===== config.mk =====
export PLATFORM = sky130hd
export DESIGN_NAME = mem_arbiter
export DESIGN_NICKNAME = d
export VERILOG_FILES = /design/src/rtl/mem_arbiter.sv
export SDC_FILE = /design/constraint.sdc
export NUM_CORES = 1
export LEC_CHECK = 0
export CELL_PAD_IN_SITES_DETAIL_PLACEMENT = 0
export CELL_PAD_IN_SITES_GLOBAL_PLACEMENT = 1
export CORE_MARGIN = 5
export CORE_UTILIZATION = 45
export CTS_CLUSTER_SIZE = 12
export DETAILED_ROUTE_END_ITERATION = 12
export DONT_BUFFER_PORTS = 1
export PLACE_DENSITY_LB_ADDON = 0.1
export SLEW_MARGIN = 20
export SYNTH_ARGS = -nofsm -noshare
export SYNTH_HDL_FRONTEND = slang
export SYNTH_SLANG_ARGS = --single-unit
export TNS_END_PERCENT = 20

===== constraint.sdc =====
create_clock -name clk -period 1.95 [get_ports clk]
set_input_delay 0.2925 -clock clk [delete_from_list [all_inputs] [get_ports clk]]
set_output_delay 0.2925 -clock clk [all_outputs]
set_load 0.01 [all_outputs]

===== src/rtl/mem_arbiter.sv =====
// Two-port (fetch/data) arbiter in front of a single asynchronous-read memory.
// Round-robin on ties; each transaction holds the memory for LATENCY cycles plus one ack cycle.
module mem_arbiter #(
  parameter int LATENCY = 4
) (
  input  logic        clk,
  input  logic        rst_n,
  input  logic        if_req,
  input  logic [31:0] if_addr,
  output logic        if_ack,
  output logic [31:0] if_rdata,
  input  logic        d_req,
  input  logic        d_we,
  input  logic [31:0] d_addr,
  input  logic [31:0] d_wdata,
  output logic        d_ack,
  output logic [31:0] d_rdata,
  output logic [31:0] mem_addr,
  output logic        mem_we,
  output logic [31:0] mem_wdata,
  input  logic [31:0] mem_rdata,
  output logic        busy
);

  // state | meaning
  // IDLE  | no transaction; may accept one request
  // BUSY  | memory access in progress, cnt counts down to 0
  // RESP  | one-cycle ack to the granted port, then back to IDLE
  typedef enum logic [1:0] {IDLE, BUSY, RESP} state_t;

  state_t      state, state_nxt;
  logic [3:0]  cnt, cnt_nxt;
  logic        last_grant, last_grant_nxt;
  logic        gnt, gnt_nxt;
  logic        we_q, we_nxt;
  logic [31:0] addr_q, addr_nxt;
  logic [31:0] wdata_q, wdata_nxt;
  logic        sel_data;
  logic        access_end;

  // Data wins when it is the only requester, or on a tie when fetch was served last.
  assign sel_data   = d_req && (!if_req || !last_grant);
  assign access_end = (state == BUSY) && (cnt == 4'd0);

  always_comb begin
    state_nxt      = state;
    cnt_nxt        = cnt;
    last_grant_nxt = last_grant;
    gnt_nxt        = gnt;
    we_nxt         = we_q;
    addr_nxt       = addr_q;
    wdata_nxt      = wdata_q;
    case (state)
      IDLE: begin
        if (if_req || d_req) begin
          state_nxt      = BUSY;
          cnt_nxt        = 4'(LATENCY - 1);
          gnt_nxt        = sel_data;
          last_grant_nxt = sel_data;
          we_nxt         = sel_data && d_we;
          addr_nxt       = sel_data ? d_addr : if_addr;
          wdata_nxt      = sel_data ? d_wdata : 32'd0;
        end
      end
      BUSY: begin
        if (cnt == 4'd0) state_nxt = RESP;
        else             cnt_nxt   = cnt - 4'd1;
      end
      RESP:    state_nxt = IDLE;
      default: state_nxt = IDLE;
    endcase
  end

  always_ff @(posedge clk) begin
    if (!rst_n) begin
      state      <= IDLE;
      cnt        <= 4'd0;
      last_grant <= 1'b1;
      gnt        <= 1'b0;
      we_q       <= 1'b0;
      addr_q     <= 32'd0;
      wdata_q    <= 32'd0;
      if_rdata   <= 32'd0;
      d_rdata    <= 32'd0;
    end else begin
      state      <= state_nxt;
      cnt        <= cnt_nxt;
      last_grant <= last_grant_nxt;
      gnt        <= gnt_nxt;
      we_q       <= we_nxt;
      addr_q     <= addr_nxt;
      wdata_q    <= wdata_nxt;
      if (access_end && !we_q) begin
        if (gnt) d_rdata  <= mem_rdata;
        else     if_rdata <= mem_rdata;
      end
    end
  end

  // Write strobe is gated by rst_n so a reset in the last access cycle drops the store.
  assign mem_we    = access_end && we_q && rst_n;
  assign mem_addr  = (state == IDLE) ? 32'd0 : (addr_q & ~32'h3);
  assign mem_wdata = (state == IDLE) ? 32'd0 : wdata_q;
  assign busy      = (state != IDLE);
  assign if_ack    = (state == RESP) && !gnt;
  assign d_ack     = (state == RESP) && gnt;

endmodule


==> results_dict.tcl <==
set metrics [dict create \
    status "completed" \
    routed_wl_um 16800 \
    row_count 41 \
    die_x_um 124 \
    slew_violations 0 \
    reg2reg_to "cnt[1]" \
    antenna_cells 0 \
    crit_end "mem_we" \
    rsz0062_at_grt "true" \
    clk_latency_ns 0.40 \
    crit_family "simple AND/OR/NAND/NOR gates" \
    whs_ns 0.0300 \
    synthCells 699 \
    synth_cell_types 41 \
    crit_path_start_kind "flip-flop" \
    grt_antenna_before_repair 0 \
    synth_area_um2 5880 \
    ys_ff_latch 135 \
    swShare_pct 27.4 \
    cp-startpoint "cnt[0]" \
    seq_power_share_pct 42.1 \
    placed_area_um2 5960 \
    ios 265 \
    drt_iter0_markers 393 \
    p_sw_w 0.00204 \
    yosys.area.top_type "dfxtp_1" \
    r2r_setup_slack_ns 0.33 \
    period_needed_ns 1.85 \
    worstHoldPathType "in -> reg" \
    clock-sinks 135 \
    synth.most_common_cell "dfxtp_1" \
    viasPerCell 6.02 \
    drc 0 \
    routed-wl-met2_um 8340 \
    cp_num_cells 5 \
    ant_nets 0 \
    worstReg2RegStart "cnt[0]" \
    avgSynthCellArea_um2 8.41 \
    netlist.area_leader.share_pct 46.0 \
    synth_edf_count 0 \
    p_clk_share_pct 41.7 \
    design_area_um2 6600 \
    synth_flop_cell "dfxtp_1" \
    h-tree-depth 4 \
    clock.fmax_mhz 541 \
    die_y_um 124 \
    firstDrtPassIters 4 \
    required_ns 1.66 \
    grt_pass1_wl_um 26000 \
    finalNetCount 795 \
    period_share_pct 94.8 \
    grt_overflow 0 \
    vdd_drop_max_uv 450 \
    critPathCaptureType "primary output" \
    wl_met1_um 6580 \
    wl_per_cell_um 20.0 \
    drv_cap 0 \
    p_int_w 0.00538 \
    finClkSkew_ns 0.00627 \
    vias 5071 \
    synth_commonest_cells "dfxtp_1 (135), a21oi_1 (129), nand3_1 (100)" \
    path_max_fanout 5 \
    worst_slew_pin_slew_ns 0.605 \
    worstSetupPathType "reg -> out" \
    start_util_pct 46.2 \
    hold_viol_final 0 \
    synthTopCellsByArea "dfxtp_1 (46%), a21oi_1 (11%), nand3_1 (8.5%)" \
    synth_warnings 0 \
    leakage_nw 2.26 \
    cts_tree "yes" \
    hpwl_um 10900 \
    grt_usage_pct 20.5 \
    gp_congestion 0.768 \
    ys_seq_area_share_pct 46.0 \
    fp.coreArea_um2 12700 \
    slew_headroom_pct 59.7 \
    root_buffer "clkbuf_16" \
    ctsLongestPathBuffers 2 \
    setup_viol 0 \
    power_density_nw_per_um2 1120 \
    clk_pin_slew_ns 0.05 \
    areaGrowthSynthToFinish_pct 12.3 \
    worstPathCellList "inv_1, ha_2, nand4bb_2, nor3_2, and2_2" \
    max_stage_delay_ns 0.34 \
    slowest_stage "dfxtp_1" \
    grt_pass1_vias 4789 \
    finish.utilization_pct 51.9 \
    cts_setup_buffers 0 \
    drive_above_1_share_pct 9.69 \
    die-area_um2 15400 \
    total_power_w 0.00742 \
    p_comb_share_pct 16.2 \
    port_buffers 0 \
    crit_buf_inv 1 \
    grt_max_degree 96 \
    routed.top_layer "met4" \
    wl_met3_um 1630 \
    worstPathArrival_ns 1.56 \
    async_reset_ff_share_pct 0 \
    cts_made_buffers 17 \
    rr_worst_depth 5 \
    holdPathStages 2 \
]
[worst min path at each step]
stage	start	to	slack, ns
floorplan	rst_n	last_grant	0.36
global placement	rst_n	last_grant	0.37
detailed placement	rst_n	last_grant	0.38
CTS	mem_rdata[15]	if_rdata[15]	0.01
global route	d_wdata[27]	wdata_q[27]	0.01
finish	mem_rdata[21]	d_rdata[21]	0.03
[state kept, by name, indices dropped and copies added (netlist names)]
register    flops
if_rdata       32
state           2
gnt             1
d_rdata        32
wdata_q        32
addr_q         30
last_grant      1
we_q            1
cnt             4
[repair_timing]
action	in CTS	in global routing
cloned	0	1
setup endpoints to repair	48	39
hold buffers	1	0
hold endpoints to repair	3	0
gates resized for setup	5	3
[area by class of cell]
class                      instances  area [um2]
fill                            1239        6120
multi-input combinational        483        2850
sequential                       135        2710
clock buffer                      27         543
timing repair buffer              19         233
tap                              172         215
clock inverter                     2        35.0
inverter                           5        21.3
[layout by cell type, fill, tap and decap left out, drive strengths merged]
| cell type | Yosys | layout |
|---|---|---|
| and4bb | 1 | 1 |
| or3b | 2 | 2 |
| or2 | 1 | 1 |
| mux2i | 30 | 30 |
| or3 | 1 | 1 |
| o31a | 1 | 1 |
| nand4bb | 1 | 1 |
| nor4 | 1 | 1 |
| a221o | 1 | 1 |
| nor2 | 3 | 3 |
| a31oi | 2 | 2 |
| buf | 28 | 17 |
| o311ai | 1 | 1 |
| o21a | 1 | 1 |
| clkbuf | 49 | 28 |
| ha | 1 | 1 |
| o21ai | 100 | 100 |
| a211oi | 30 | 30 |
| nand3 | 100 | 100 |
| conb | 1 | 2 |
| clkinv | 2 | 1 |
| a21oi | 129 | 129 |
| nand2 | 2 | 2 |
| nor2b | 1 | 1 |
| and2 | 64 | 64 |
| inv | 3 | 5 |
| dfxtp | 135 | 135 |
| o311a | 1 | 1 |
| nor3b | 2 | 2 |
| a21boi | 1 | 1 |
| nor3 | 3 | 3 |
| dlygate4sd3 | 0 | 1 |
| bufinv | 0 | 1 |
| and3b | 1 | 1 |
[metrics by stage]
| stage | setup WS (ns) | setup TNS [ns] | instances |
|---|---|---|---|
| floorplan | 0.423 | 0 | 700 |
| detailed placement | 0.315 | 0 | 812 |
| CTS | 0.00320 | 0 | 842 |
| finish | 0.102 | 0 | 843 |
| global placement | 0.350 | 0 | 812 |
| global route | -0.0112 | -0.0112 | 843 |
[cell families (layout without fill, tap and decap cells)]
kind of cell	Yosys count	after routing	synth area share [%]
AO/OA/AOI/OAI	267	267	24.4
adder cells (fa/ha/maj)	1	1	0.213
buffers and inverters	82	53	6.47
flip-flops	135	135	46.0
multiplexers	30	30	5.11
other	1	2	0.0638
AND/OR/NAND/NOR	183	183	17.7
[routing by layer]
| metal | vias to the layer above | GRT usage [%] |
|---|---|---|
| met3 | 22 | 9.48 |
| met1 | 2439 | 23.6 |
| met2 | 198 | 33.5 |
| met4 | 0 | 6.90 |
| li1 | 2412 | - |
| met5 | - | 0 |
[power by group through the flow]
stage | Clock (W) | Combinational (W) | Sequential, W
2_1_floorplan | 0 | 0.000925 | 0.00313
3_3_place_gp | 0 | 0.00114 | 0.00317
3_5_place_dp | 0 | 0.00116 | 0.00318
4_1_cts | 0.00316 | 0.00117 | 0.00313
5_1_grt | 0.00329 | 0.00134 | 0.00315
6_report | 0.00309 | 0.00120 | 0.00312
Note: power is estimated with default switching activity, not from simulation.
